**src/rtl/mem_arbiter_pkg.sv**
```systemverilog
// Shared types and constants for the I/D memory arbiter.
package mem_arbiter_pkg;

    typedef enum logic [1:0] {
        ARB_ST_IDLE  = 2'd0,
        ARB_ST_ISSUE = 2'd1,
        ARB_ST_WAIT  = 2'd2,
        ARB_ST_ERR   = 2'd3
    } arb_state_e;

    typedef enum logic {
        ARB_OWNER_I = 1'b0,
        ARB_OWNER_D = 1'b1
    } arb_owner_e;

    localparam int ARB_CNT_LEN = 8;

endpackage

```
**src/rtl/arb_timer.sv**
```systemverilog
// Response watchdog: 8-bit cycle counter, cleared on issue, compared against a limit.
module arb_timer
    import mem_arbiter_pkg::*;
(
    input  logic                   clk,
    input  logic                   reset_n,
    input  logic                   clear,
    input  logic                   enable,
    input  logic [ARB_CNT_LEN-1:0] limit,
    output logic                   expired
);

    logic [ARB_CNT_LEN-1:0] count;

    // NOTE: sequential state uses non-blocking assignments so every flop samples pre-edge values.
    always_ff @(posedge clk or negedge reset_n) begin
        if (!reset_n) begin
            count <= '0;
        end else if (clear) begin
            count <= '0;
        end else if (enable && (count != '1)) begin
            count <= count + 1'b1;
        end
    end

    assign expired = enable && (count == limit);

endmodule

```
**src/rtl/mem_arbiter.sv**
```systemverilog
// Arbitrates instruction-fetch and data ports onto one single-port memory, one transaction
// outstanding. Define MEM_ARB_RR_EN for round-robin; otherwise D has fixed priority over I.
module mem_arbiter
    import mem_arbiter_pkg::*;
#(
    parameter int XLEN         = 32,
    parameter int RESP_TIMEOUT = 255
) (
    input  logic            clk,
    input  logic            reset_n,
    input  logic            i_req,
    input  logic [XLEN-1:0] i_addr,
    output logic            i_gnt,
    output logic            i_rvalid,
    output logic [XLEN-1:0] i_rdata,
    input  logic            d_req,
    input  logic            d_we,
    input  logic [XLEN-1:0] d_addr,
    input  logic [XLEN-1:0] d_wdata,
    output logic            d_gnt,
    output logic            d_rvalid,
    output logic [XLEN-1:0] d_rdata,
    output logic            mem_req,
    output logic            mem_we,
    output logic [XLEN-1:0] mem_addr,
    output logic [XLEN-1:0] mem_wdata,
    input  logic            mem_gnt,
    input  logic            mem_rvalid,
    input  logic [XLEN-1:0] mem_rdata,
    output logic            error
);

    localparam logic [ARB_CNT_LEN-1:0] TIMEOUT_LIMIT = ARB_CNT_LEN'(RESP_TIMEOUT);

    arb_state_e      state_q, state_d;
    arb_owner_e      owner_q, winner;
    logic            we_q;
    logic [XLEN-1:0] addr_q, wdata_q;
    logic [XLEN-1:0] i_rdata_q, d_rdata_q;
    logic            store_done_q;
    logic            grant, timer_clear, timer_en, timer_expired, resp;

`ifdef MEM_ARB_RR_EN
    arb_owner_e last_winner_q;

    always_comb begin
        if (i_req && d_req) begin
            winner = (last_winner_q == ARB_OWNER_D) ? ARB_OWNER_I : ARB_OWNER_D;
        end else begin
            winner = d_req ? ARB_OWNER_D : ARB_OWNER_I;
        end
    end

    always_ff @(posedge clk or negedge reset_n) begin
        if (!reset_n) begin
            last_winner_q <= ARB_OWNER_I;
        end else if (grant) begin
            last_winner_q <= winner;
        end
    end
`else
    assign winner = d_req ? ARB_OWNER_D : ARB_OWNER_I;
`endif

    assign timer_en = (state_q == ARB_ST_ISSUE) || (state_q == ARB_ST_WAIT);

    arb_timer u_timer (
        .clk     (clk),
        .reset_n (reset_n),
        .clear   (timer_clear),
        .enable  (timer_en),
        .limit   (TIMEOUT_LIMIT),
        .expired (timer_expired)
    );

    // NOTE: every signal driven here gets a default first, so no path can infer a latch.
    always_comb begin
        state_d     = state_q;
        grant       = 1'b0;
        timer_clear = 1'b0;
        unique case (state_q)
            ARB_ST_IDLE: begin
                if (i_req || d_req) begin
                    grant       = 1'b1;
                    timer_clear = 1'b1;
                    state_d     = ARB_ST_ISSUE;
                end
            end
            ARB_ST_ISSUE: begin
                if (mem_gnt)            state_d = we_q ? ARB_ST_IDLE : ARB_ST_WAIT;
                else if (timer_expired) state_d = ARB_ST_ERR;
            end
            ARB_ST_WAIT: begin
                if (mem_rvalid)         state_d = ARB_ST_IDLE;
                else if (timer_expired) state_d = ARB_ST_ERR;
            end
            ARB_ST_ERR: state_d = ARB_ST_ERR;
            default:    state_d = ARB_ST_IDLE;
        endcase
    end

    always_ff @(posedge clk or negedge reset_n) begin
        if (!reset_n) begin
            state_q      <= ARB_ST_IDLE;
            owner_q      <= ARB_OWNER_I;
            we_q         <= 1'b0;
            addr_q       <= '0;
            wdata_q      <= '0;
            store_done_q <= 1'b0;
            i_rdata_q    <= '0;
            d_rdata_q    <= '0;
        end else begin
            state_q      <= state_d;
            store_done_q <= (state_q == ARB_ST_ISSUE) && mem_gnt && we_q;
            if (grant) begin
                owner_q <= winner;
                we_q    <= (winner == ARB_OWNER_D) && d_we;
                addr_q  <= (winner == ARB_OWNER_D) ? d_addr : i_addr;
                wdata_q <= (winner == ARB_OWNER_D) ? d_wdata : '0;
            end
            if (resp && (owner_q == ARB_OWNER_I)) i_rdata_q <= mem_rdata;
            if (resp && (owner_q == ARB_OWNER_D)) d_rdata_q <= mem_rdata;
        end
    end

    // Read data flows through in the response cycle; the non-owner keeps its last value.
    assign resp      = (state_q == ARB_ST_WAIT) && mem_rvalid;
    assign i_gnt     = grant && (winner == ARB_OWNER_I);
    assign d_gnt     = grant && (winner == ARB_OWNER_D);
    assign i_rvalid  = resp && (owner_q == ARB_OWNER_I);
    assign d_rvalid  = (resp && (owner_q == ARB_OWNER_D)) || store_done_q;
    assign i_rdata   = (resp && (owner_q == ARB_OWNER_I)) ? mem_rdata : i_rdata_q;
    assign d_rdata   = (resp && (owner_q == ARB_OWNER_D)) ? mem_rdata : d_rdata_q;
    assign mem_req   = (state_q == ARB_ST_ISSUE);
    assign mem_we    = mem_req && we_q;
    assign mem_addr  = addr_q;
    assign mem_wdata = wdata_q;
    assign error     = (state_q == ARB_ST_ERR);

endmodule

```
**config.mk**
```make
export PLATFORM = sky130hd
export DESIGN_NAME = mem_arbiter
export DESIGN_NICKNAME = d
export VERILOG_FILES = /design/src/rtl/mem_arbiter_pkg.sv /design/src/rtl/arb_timer.sv /design/src/rtl/mem_arbiter.sv
export SDC_FILE = /design/constraint.sdc
export NUM_CORES = 1
export LEC_CHECK = 0
export CAP_MARGIN = 20
export CORE_AREA = 2 2 136 105
export DETAILED_ROUTE_END_ITERATION = 8
export DIE_AREA = 0 0 138 107
export PLACE_DENSITY = 0.94
export REMOVE_ABC_BUFFERS = 1
export SYNTH_ARGS = -nofsm -noshare
export SYNTH_HDL_FRONTEND = slang
export SYNTH_SLANG_ARGS = --single-unit
export TNS_END_PERCENT = 10
```
**constraint.sdc**
```tcl
create_clock -name clk -period 3.1 [get_ports clk]
set_input_delay 0.775 -clock clk [delete_from_list [all_inputs] [get_ports clk]]
set_output_delay 0.775 -clock clk [all_outputs]
set_load 0.02 [all_outputs]
```
# Word-level counts from Yosys, hierarchy flattened
# Index checks and enable logic that the tools add are counted.
# word_totals
regBits	141
out_inout_bits	135
# classes
n_reduce_logical	16
n_mux	15
n_bitwise	2
n_eq_ne	6
add_sub_neg	1
# ops
cell	count
$mux 32	4
$mux 8	2
$logic_and 1x1->1	11
$mux 2	5
$add 8x1->8 const B	1
$eq 8x8->1 const B	1
$ne 8x8->1 const B	1
$pmux 2 s4	1
$eq 2x2->1 const B	2
$logic_or 1x1->1	3
$mux 1	3
$eq 2x1->1 const B	1
$logic_not 2->1	1
$ne 2x2->1 const B	1
$not 1->1	2
$reduce_bool 2->1	1

# Longest topological paths before layout
# Gate-level depths: netlist (run 1).
# depth
ltp_word	6
mapped_depth	7
ltp_nobuf	5

# By module
# A second synthesis (run 1) with hierarchy kept.
# hier_totals
cells_unflattened	507
area_unflattened_um2	6034.5
# modules_own_cells
module	seq_area_each_um2	instances	cells_per_inst	area_each_um2
mem_arbiter	3328.2	1	449	5434.0
arb_timer	200.2	1	58	600.6

# Worst setup path before layout (run 1)
# Ideal clock, no wire load.
# synth_timing
path_type	input to output
startpoint	input d_req
endpoint	output i_gnt
stages	5
setup_slack_ns	0.721
t_required_ns	2.325
arrival_ns	1.604
n_path_buf	3
path_cell_list	buf_2 -> o21ai_4 -> buf_4 -> buf_4 -> nor2_1
# synth_between
elab_chain_len	4
# synth_rtl
element	line_no	text
start, declared	mem_arbiter.sv:16	input logic d_req,
$logic_or 1x1->1	mem_arbiter.sv:83	if (i_req || d_req) begin
$mux 1	mem_arbiter.sv:83	
$mux 1	mem_arbiter.sv:81	unique case (state_q)
$logic_and 1x1->1 (*)	mem_arbiter.sv:128	assign i_gnt = grant && (winner == ARB_OWNER_I);
end, declared	mem_arbiter.sv:13	output logic i_gnt,
# Mark *: on every way between the ends. The rest lies on a longest branch, timed or not.

# Final worst setup path (run 1)
# layout_timing
startpoint	register state_q[0]
endpoint	output i_rvalid
# layout_between
elab_chain_len	3
# layout_rtl
element	line_no	text
start, declared	mem_arbiter.sv:35	arb_state_e state_q, state_d;
start signal, assigned	mem_arbiter.sv:113	state_q <= state_d;
$eq 2x2->1	mem_arbiter.sv:127	assign resp = (state_q == ARB_ST_WAIT) && mem_rvalid;
$logic_and 1x1->1	mem_arbiter.sv:127	
$logic_and 1x1->1	mem_arbiter.sv:130	assign i_rvalid = resp && (owner_q == ARB_OWNER_I);
end, declared	mem_arbiter.sv:14	output logic i_rvalid,
# No other way between the ends.

==> metrics.yaml, run 1 <==
floorplan:
  top_level_ports: 270
  die_h_um: 107
  die_width_um: 138
  start_util_pct: 44.20
  die_area_um2: 14770
  core_area_um2: 13430
  row_count: 37
cts:
  clockBufferDepth: 2
  cts_sinks: 141
  numCtsBuffers: 17
  clkLatencyLatePin_ps: 410
  post_cts_buffers: 0
  cts_tree: "done"
  clk_pin_slew_worst_paths_ps: 60
  htreeDepth: 4
  cts_root_buf: "clkbuf_16"
power:
  power_density_nw_per_um2: 965.7
  peakVddDrop_v: 0.0009103
  p_total_w: 0.008946
  leakage_nw: 4.512
logic_synthesis:
  ys_types: 37
  async_flop_share_pct: 100.0
  synthFlopType: "dfrtp_1"
  syn_inst: 496
  synth_edf_count: 0
  syn_avg_cell_area_um2: 11.96
  ys_warn_count: 0
  synth-seq-cells: 141
  syn-cell-area_um2: 5934
  yosysSeqAreaShare_pct: 59.46
final_layout:
  multiInputGateArea_um2: 2222
  final_cell_area_um2: 9264
  drive_gt1_share_pct: 16.09
  final_nets: 904
  fin_cells: 952
  nFillCells: 1056
  fin_util_pct: 69.00
  diodes: 0
  regArea_um2: 3528
  area_growth_pct: 56.10
setup_path:
  critPathBufInv: 4
  crit_cells: 6
  path_cells: "inv_1 -> ha_2 -> nand3b_4 -> buf_12 -> inv_1 -> clkdlybuf4s50_1"
  r2r-end: "u_timer.count[4]$_DFFE_PN0P_"
  rr_startpoint: "state_q[1]$_DFFE_PN0P_"
  worstPathMaxFanout: 30
  cp_top_family: "buffers and inverters"
  critPathKind: "flop to output pin"
  crit_top_cell: "inv_1"
  cp.required_ps: 2320
  startpoint: "state_q[0]$_DFFE_PN0P_"
  crit_path_start_kind: "flop"
  reg2regPathDepth: 7
  cp-endpoint: "i_rvalid"
  critPathMaxStageDelay_ps: 620
  crit_slowest_cell: "clkdlybuf4s50_1"
  critPathArrivalTime_ps: 2200
  rrSetupSlack_ps: 760
  endpoint_kind: "output pin"
global_routing:
  grt_max_degree: 106
  grt.busiest_layer: "met2"
  grt_pass1_wl_um: 26370
  grt_use_met3_pct: 7.057
  first_global_vias: 4989
  grt_usage_pct: 22.85
  met1_usage_pct: 26.90
  overflow: 0
  antenna_found_initial: 0
  use_met2_pct: 39.04
timing:
  drv_slew: 0
  period_needed_ps: 2970
  setup_tns_ps: 0
  hold_viol: 0
  period_share_pct: 95.81
  slew-limit-headroom_pct: 36.03
  skew_ps: 9.311
  rsz0062_at_grt: "no"
  tightest_slew_ps: 959.6
  setup-violations-final: 0
  max_freq_mhz: 336.7
placement:
  postPlaceCellArea_um2: 8776
  io_buffers: 269
  place_inst: 919
  place_congestion: 0.8123
  dp_hpwl_um: 11870
run:
  max_cap_violations: 0
route:
  vias_per_cell: 4.970
  first_pass_iters: 4
  ant_nets: 0
  drc: 0
  wl_per_cell_um: 17.38
  wirelength_um: 16550
  vias: 4731
  drt_iter0_markers: 221
run_status:
  status: "complete, no violations"
worst_hold_path:
  hold_class: "primary input to asynchronous set/reset pin"
==> timing repair <==
item                                   in CTS  in global routing
setup endpoints to repair                  66                 17
resized for setup                          66                 23
hold buffers                                0                  0
cloned                                      1                  0
endpoints found under the hold margin       0                  0
pin swaps                                   0                  0
==> final cells by class <==
cell class | count | area share [%]
Multi-Input combinational cell | 318 | 23.99
Sequential cell | 141 | 38.09
Inverter | 8 | 0.3241
Clock buffer | 18 | 4.741
Tap cell | 175 | 2.364
Timing Repair Buffer | 278 | 29.16
Clock inverter | 14 | 1.337
==> synthesized netlist by cell type, types with 2 or more instances <==
cell type  instances  area (um^2)
dfrtp_1          141         3528
mux2i_1           35        350.3
buf_2             13        65.06
nor2_1             5        18.77
ha_1               5        62.56
a41oi_1            2        17.52
mux2_2            61        686.9
clkbuf_1           4        15.01
a211oi_1           4        30.03
buf_4              9        67.56
a21oi_1            4        20.02
and3_1             4        25.02
nand2b_1           3        18.77
buf_1              2        7.510
nor3_1             2        10.01
and4_4             2        22.52
a31oi_1            2        12.51
mux2_1             3        33.78
nand3_1           36        180.2
inv_1              8        30.03
nand2_1          103        386.6
and2_1             2        12.51
o21ai_0           32        160.2
==> registers in the layout, summed over array words and instances, names as in the netlist <==
| register | count |
|---|---|
| mem_wdata | 32 |
| state_q | 2 |
| we_q | 1 |
| d_rdata_q | 32 |
| store_done_q | 1 |
| owner_q | 1 |
| u_timer.count | 8 |
| i_rdata_q | 32 |
| mem_addr | 32 |
==> logic make-up (layout without fill, tap and decap cells) <==
kind of cell             count (synthesis)  count (layout)  synth area share [%]
AO/OA/AOI/OAI                           52              52                 5.798
multiplexers                            99              99                 18.05
AND/OR/NAND/NOR                        162             162                 12.33
buffers and inverters                   37             318                 3.310
adder cells (fa/ha/maj)                  5               5                 1.054
flip-flops                             141             141                 59.46
==> power breakdown <==
part,switching (W),total [W],internal [W]
Sequential,0.000315,0.00290,0.00258
Combinational,0.00234,0.00412,0.00177
Clock,0.000855,0.00193,0.00108
Total,0.00351,0.00895,0.00543
==> cells in the final DEF, fill, tap and decap left out, types with 3 or more instances in the layout <==
cell,count
and3_1,4
dfrtp_1,141
inv_1,8
ha_1,3
inv_6,7
mux2_1,3
nor2_1,5
a211oi_1,4
nand2b_1,3
nand3_1,36
a21oi_1,4
mux2_2,61
clkbuf_16,17
dlygate4sd2_1,54
clkbuf_2,10
o21ai_0,32
inv_8,3
nand2_1,103
mux2i_1,35
buf_12,3
clkdlybuf4s50_1,200
buf_4,7
==> stage by stage <==
stage / setup WS (ps) / hold WS (ps)
detailed placement: -254.1 / 455.5
global placement: -214.8 / 448.1
floorplan: -72.04 / 460.6
global route: 13.40 / 372.2
CTS: 25.59 / 360.2
finish: 129.8 / 334.9
==> worst min-delay path by stage <==
| stage | from | end | slack (ps) | depth (start not counted) |
|---|---|---|---|---|
| after floorplan | we_q$_DFFE_PN0P_ | we_q$_DFFE_PN0P_ | 460 | 2 |
| after global placement | mem_wdata[20]$_DFFE_PN0P_ | mem_wdata[20]$_DFFE_PN0P_ | 450 | 2 |
| after detailed placement | mem_wdata[28]$_DFFE_PN0P_ | mem_wdata[28]$_DFFE_PN0P_ | 460 | 2 |
| after CTS | reset_n | mem_addr[10]$_DFFE_PN0P_ | 360 | 1 |
| after global routing | reset_n | mem_addr[10]$_DFFE_PN0P_ | 370 | 1 |
| final | reset_n | mem_addr[10]$_DFFE_PN0P_ | 330 | 1 |
==> routing by layer <==
metal  wire length, um  part of all wire [%]
met2              8426                    51
met3               947                   5.7
met1              6670                    40
met5                 0                     0
met4               503                   3.0
(Power assumes the default switching activity.)
==> run 2: changes to the inputs <==
--- a/config.mk
+++ b/config.mk
@@ -9,8 +9,10 @@
 export CORE_AREA = 2 2 136 105
 export DETAILED_ROUTE_END_ITERATION = 8
 export DIE_AREA = 0 0 138 107
+export MAX_ROUTING_LAYER = met4
 export PLACE_DENSITY = 0.94
 export REMOVE_ABC_BUFFERS = 1
+export SETUP_SLACK_MARGIN = 0.02
 export SYNTH_ARGS = -nofsm -noshare
 export SYNTH_HDL_FRONTEND = slang
 export SYNTH_SLANG_ARGS = --single-unit
==> run 2 against run 1 <==
Net effect: critical path depth stayed put; flip-flop and latch count is the same; worst hold slack gained 2.7 ps; critical path type unchanged; critical endpoint is now d_rdata[16]; largest power group unchanged.
==> metrics.yaml, run 2 (same netlist as run 1, synthesis figures left out) <==
timing:
  rsz0062_at_grt: "no"  # unchanged
  drv_slew: 0  # unchanged
  tightest_slew_ps: 941.0  # was 959.6 ps
  slew-limit-headroom_pct: 37.27  # was 36.03%
  period_share_pct: 95.60  # was 95.81%
  skew_ps: 8.154  # was 9.311 ps
  period_needed_ps: 2964  # was 2970 ps
  setup-violations-final: 0  # unchanged
  max_freq_mhz: 337.4  # was 336.7 MHz
  hold_viol: 0  # unchanged
setup_path:
  cp.required_ps: 2320  # about the same
  rrSetupSlack_ps: 780  # was 760 ps
  worstPathMaxFanout: 17  # was 30
  reg2regPathDepth: 7  # unchanged
  rr_startpoint: "state_q[1]$_DFFE_PN0P_"  # unchanged
  critPathKind: "flop to output pin"  # unchanged
  critPathMaxStageDelay_ps: 410  # was 620 ps
  endpoint_kind: "output pin"  # unchanged
  path_cells: "inv_1 -> ha_2 -> nand3_4 -> buf_12 -> mux2_2 -> dlygate4sd2_1"  # was inv_1 -> ha_2 -> nand3b_4 -> buf_12 -> inv_1 -> clkdlybuf4s50_1
  r2r-end: "u_timer.count[4]$_DFFE_PN0P_"  # unchanged
  critPathBufInv: 3  # was 4
  crit_path_start_kind: "flop"  # unchanged
  crit_slowest_cell: "dfrtp_1"  # was clkdlybuf4s50_1
  cp_top_family: "buffers and inverters"  # unchanged
  critPathArrivalTime_ps: 2190  # was 2200 ps
placement:
  postPlaceCellArea_um2: 8776  # unchanged
  dp_hpwl_um: 11870  # unchanged
  io_buffers: 269  # unchanged
  place_congestion: 0.8243  # was 0.8123
floorplan:
  core_area_um2: 13430  # unchanged
  start_util_pct: 44.20  # unchanged
  row_count: 37  # unchanged
  die_width_um: 138  # unchanged
  top_level_ports: 270  # unchanged
  die_h_um: 107  # unchanged
  die_area_um2: 14770  # unchanged
route:
  first_pass_iters: 4  # unchanged
  vias_per_cell: 4.977  # was 4.970
  drc: 0  # unchanged
  vias: 4738  # was 4,731
  wl_per_cell_um: 17.32  # was 17.38 um
  ant_nets: 0  # unchanged
  drt_iter0_markers: 242  # was 221
  wirelength_um: 16490  # was 16,550 um
power:
  leakage_nw: 4.528  # was 4.512 nW
  p_total_w: 0.008944  # was 0.008946 W
  power_density_nw_per_um2: 965.1  # was 965.7 nW/um^2
  peakVddDrop_v: 0.0009059  # was 0.0009103 V
cts:
  cts_tree: "done"  # unchanged
  cts_hold_buffers: 0  # unchanged
  numCtsBuffers: 17  # unchanged
  post_cts_buffers: 0  # unchanged
  clkLatencyLatePin_ps: 410  # about the same
  htreeDepth: 4  # unchanged
  clk_pin_slew_worst_paths_ps: 60  # about the same
  cts_sinks: 141  # unchanged
  clockBufferDepth: 2  # unchanged
  cts_root_buf: "clkbuf_16"  # unchanged
final_layout:
  final_nets: 904  # unchanged
  layout_common_cells: "clkdlybuf4s50_1, dfrtp_1, nand2_1"  # unchanged
  final_common_cell: "clkdlybuf4s50_1"  # unchanged
  diodes: 0  # unchanged
  area_growth_pct: 56.17  # was 56.10%
  final_cell_area_um2: 9268  # was 9264 um^2
  drive_gt1_share_pct: 16.09  # unchanged
global_routing:
  grt_usage_pct: 23.55  # was 22.85%
  grt.busiest_layer: "met2"  # unchanged
  use_met2_pct: 39.21  # was 39.04%
  grt_use_met3_pct: 6.163  # was 7.057%
  first_global_vias: 4978  # was 4,989
  grt_pass1_wl_um: 26340  # was 26,370 um
  overflow: 0  # unchanged
  met1_usage_pct: 27.63  # was 26.90%
  grt_max_degree: 106  # unchanged
  antenna_found_initial: 0  # unchanged
run:
  max_cap_violations: 0  # unchanged
worst_hold_path:
  hold_class: "primary input to asynchronous set/reset pin"  # unchanged
run_status:
  status: "complete, no violations"  # unchanged
## run 2: power by group
group          internal, W  leakage [nW]  switching [W]
Clock              0.00108         0.275       0.000852
Sequential         0.00258          1.80       0.000316
Combinational      0.00178          2.45        0.00234
Total              0.00544          4.53        0.00351
## run 2: routing by layer
layer	vias up	part of all wire, %
met5	-	0
met4	0	2.8
met3	29	4.8
met2	137	51
met1	2321	41
li1	2251	-
## run 2: layout make-up
| cell class | instances | area, um^2 |
|---|---|---|
| Fill cell | 1055 | 4158 |
| Multi-Input combinational cell | 318 | 2222 |
| Clock inverter | 14 | 123.9 |
| Timing Repair Buffer | 278 | 2705 |
| Tap cell | 175 | 219.0 |
| Sequential cell | 141 | 3528 |
| Clock buffer | 18 | 439.2 |
| Inverter | 8 | 30.03 |
## run 2: worst max path at each step
stage	startpoint	end	slack [ps]	cells past startpoint
after global routing	state_q[0]$_DFFE_PN0P_	i_rdata[28]	20	6
after global placement	mem_rvalid	i_rdata[22]	-210	5
final	state_q[0]$_DFFE_PN0P_	d_rdata[16]	140	6
after CTS	state_q[0]$_DFFE_PN0P_	i_rdata[29]	30	6
after detailed placement	mem_rvalid	d_rdata[8]	-250	5
after floorplan	state_q[1]$_DFFE_PN0P_	i_gnt	-70	4
## run 2: what timing repair did
| item | CTS | global route |
|---|---|---|
| resized for setup | 66 | 25 |
| endpoints found under the setup margin | 66 | 19 |
| cloned | 1 | 0 |
## run 2: through the flow
stage | hold slack, ps | setup slack (ps) | TNS [ps] | util [%] | cells
floorplan | 460.6 | -72.04 | -72.04 | - | 467
global placement | 448.1 | -214.8 | -12290 | 65.37 | 919
detailed placement | 455.5 | -254.1 | -14740 | 65.37 | 919
CTS | 360.2 | 25.59 | 0 | 69.28 | 952
global route | 370.7 | 21.50 | 0 | 69.03 | 952
finish | 337.7 | 136.3 | 0 | 69.03 | 952
==> run 3: changes to the inputs <==
--- a/config.mk
+++ b/config.mk
@@ -6,11 +6,12 @@
 export NUM_CORES = 1
 export LEC_CHECK = 0
 export CAP_MARGIN = 20
-export CORE_AREA = 2 2 136 105
+export CORE_AREA = 2 2 166 127
 export DETAILED_ROUTE_END_ITERATION = 8
-export DIE_AREA = 0 0 138 107
+export DIE_AREA = 0 0 168 129
+export DONT_BUFFER_PORTS = 1
 export MAX_ROUTING_LAYER = met4
-export PLACE_DENSITY = 0.94
+export PLACE_DENSITY = 0.52
 export REMOVE_ABC_BUFFERS = 1
 export SETUP_SLACK_MARGIN = 0.02
 export SYNTH_ARGS = -nofsm -noshare
==> run 3 against run 2 <==
Net effect: critical path depth is 2 lower; core utilization is 35 points lower; die area is 47% higher; wire length is 15% lower; non-clock buffer count is 274 lower; power is 15% lower; first-iteration DRC count is 13% lower; sequential share of layout area is 14 points higher; clock-buffer cell count is 1 lower; clock power is 4% higher; design area is 28% lower.
==> metrics.yaml, run 3 (same netlist as run 1, synthesis figures left out) <==
floorplan:
  row_count: 45  # was 37
  die_h_um: 129  # was 107 um
  core_area_um2: 19990  # was 13,430 um^2
  die_width_um: 168  # was 138 um
  start_util_pct: 29.69  # was 44.20%
  top_level_ports: 270  # unchanged
  die_area_um2: 21670  # was 14,770 um^2
final_layout:
  final_common_cell: "dfrtp_1"  # was clkdlybuf4s50_1
  fin_cells: 761  # was 952
  area_growth_pct: 13.20  # was 56.17%
  layout_common_cells: "dfrtp_1, nand2_1, mux2_2"  # was clkdlybuf4s50_1, dfrtp_1, nand2_1
  drive_gt1_share_pct: 21.87  # was 16.09%
  final_cell_area_um2: 6718  # was 9268 um^2
  diodes: 0  # unchanged
  final_nets: 630  # was 904
placement:
  postPlaceCellArea_um2: 6136  # was 8776 um^2
  place_congestion: 0.7604  # was 0.8243
  place_inst: 729  # was 919
  io_buffers: 0  # was 269
  dp_hpwl_um: 9724  # was 11,870 um
setup_path:
  r2r-end: "i_rdata_q[15]$_DFF_PN0_"  # was u_timer.count[4]$_DFFE_PN0P_
  crit_slowest_cell: "mux2_2"  # was dfrtp_1
  cp.required_ps: 2320  # about the same
  critPathMaxStageDelay_ps: 510  # was 410 ps
  endpoint_kind: "output pin"  # unchanged
  rr_startpoint: "state_q[0]$_DFFE_PN0P_"  # was state_q[1]$_DFFE_PN0P_
  critPathArrivalTime_ps: 2120  # was 2190 ps
  crit_path_start_kind: "flop"  # unchanged
  reg2regPathDepth: 4  # was 7
  path_cells: "inv_1 -> ha_2 -> nand3b_4 -> mux2_2"  # was inv_1 -> ha_2 -> nand3_4 -> buf_12 -> mux2_2 -> dlygate4sd2_1
  critPathKind: "flop to output pin"  # unchanged
  rrSetupSlack_ps: 1250  # was 780 ps
  worstPathMaxFanout: 33  # was 17
global_routing:
  antenna_found_initial: 0  # unchanged
  first_global_vias: 3775  # was 4,978
  grt_pass1_wl_um: 21580  # was 26,340 um
  grt_usage_pct: 13.38  # was 23.55%
  overflow: 0  # unchanged
  grt_max_degree: 142  # was 106
run_status:
  status: "complete, no violations"  # unchanged
timing:
  period_needed_ps: 2899  # was 2964 ps
  setup-violations-final: 0  # unchanged
  hold_viol: 0  # unchanged
  tightest_slew_ps: 514.0  # was 941.0 ps
  rsz0062_at_grt: "no"  # unchanged
  period_share_pct: 93.50  # was 95.60%
  hold_ws_ps: 51.30  # was 337.7 ps
  skew_ps: 11.27  # was 8.154 ps
  drv_slew: 0  # unchanged
  slew-limit-headroom_pct: 65.74  # was 37.27%
  setup_tns_ps: 0  # unchanged
  max_freq_mhz: 345.0  # was 337.4 MHz
cts:
  numCtsBuffers: 17  # unchanged
  cts_tree: "done"  # unchanged
  cts_root_buf: "clkbuf_16"  # unchanged
  htreeDepth: 4  # unchanged
  clkLatencyLatePin_ps: 410  # about the same
  cts_sinks: 141  # unchanged
  clk_pin_slew_worst_paths_ps: 70  # was 60 ps
  clockBufferDepth: 2  # unchanged
route:
  vias: 3669  # was 4,738
  ant_nets: 0  # unchanged
  wirelength_um: 13950  # was 16,490 um
  drt_iter0_markers: 211  # was 242
  vias_per_cell: 4.821  # was 4.977
  first_pass_iters: 6  # was 4
  wl_per_cell_um: 18.33  # was 17.32 um
  drc: 0  # unchanged
run:
  max_cap_violations: 0  # unchanged
worst_hold_path:
  hold_class: "primary input to asynchronous set/reset pin"  # unchanged
power:
  leakage_nw: 3.241  # was 4.528 nW
  p_total_w: 0.007634  # was 0.008944 W
  peakVddDrop_v: 0.0004615  # was 0.0009059 V
  power_density_nw_per_um2: 1136  # was 965.1 nW/um^2
## run 3: changes by cell type in the layout (fill, tap and decap cells not counted), sizes merged, moves of 3 or more
cell,previous run,this run
buf,12,4
clkbuf,28,17
clkdlybuf4s50,199,0
dlygate4sd2,53,0
dlymetal6s2s,3,0
## run 3: repair_timing
| action | 4_1_cts | 5_1_grt |
|---|---|---|
| hold buffers | 0 | 0 |
| buffers inserted | 0 | 0 |
| resized for setup | 0 | 5 |
| endpoints found under the setup margin | 0 | 11 |
## run 3: metal layers
metal  wire, um  up-vias  GRT usage (%)
met3       1112       10          5.660
met5          0        -              -
met4        163        0          4.092
li1           -     1694              -
met2       6887      152          20.83
met1       5788     1813          15.85
## run 3: power by group
part | switching [W] | internal, W
Clock | 0.000865 | 0.00113
Combinational | 0.00147 | 0.000697
Sequential | 0.000896 | 0.00258
Total | 0.00323 | 0.00441
## run 3: worst max path at each step
stage | slack [ps] | end | start
floorplan | -70 | i_gnt | state_q[1]$_DFFE_PN0P_
global placement | 570 | i_rdata[18] | state_q[0]$_DFFE_PN0P_
detailed placement | 490 | i_rdata[4] | state_q[0]$_DFFE_PN0P_
CTS | 30 | i_rdata[4] | state_q[0]$_DFFE_PN0P_
global route | 60 | i_rdata[28] | state_q[0]$_DFFE_PN0P_
finish | 200 | i_rdata[15] | state_q[0]$_DFFE_PN0P_
## run 3: worst max-delay path: cells and delay by family, from the launching register on
kind	cells	cell delay [ps]
AND/OR/NAND/NOR	1	390
buffers and inverters	1	120
multiplexers	1	510
flip-flops	1	410
adder cells (fa/ha/maj)	1	240
## run 3: area by class of cell
class,count,area (um^2)
repair buffers,4,42.54
well taps,258,322.8
multi-input cells,318,2218
clock buffers,17,425.4
flip-flops and latches,141,3528
fillers,1976,13270
clock inverters,15,150.1
inverters,8,30.03
## run 3: per-stage QoR
step | util [%] | setup slack [ps]
after global placement | 30.70 | 570.4
after CTS | 33.58 | 28.58
after detailed placement | 30.70 | 488.0
after floorplan | - | -72.04
final | 33.61 | 201.4
after global routing | 33.61 | 60.92
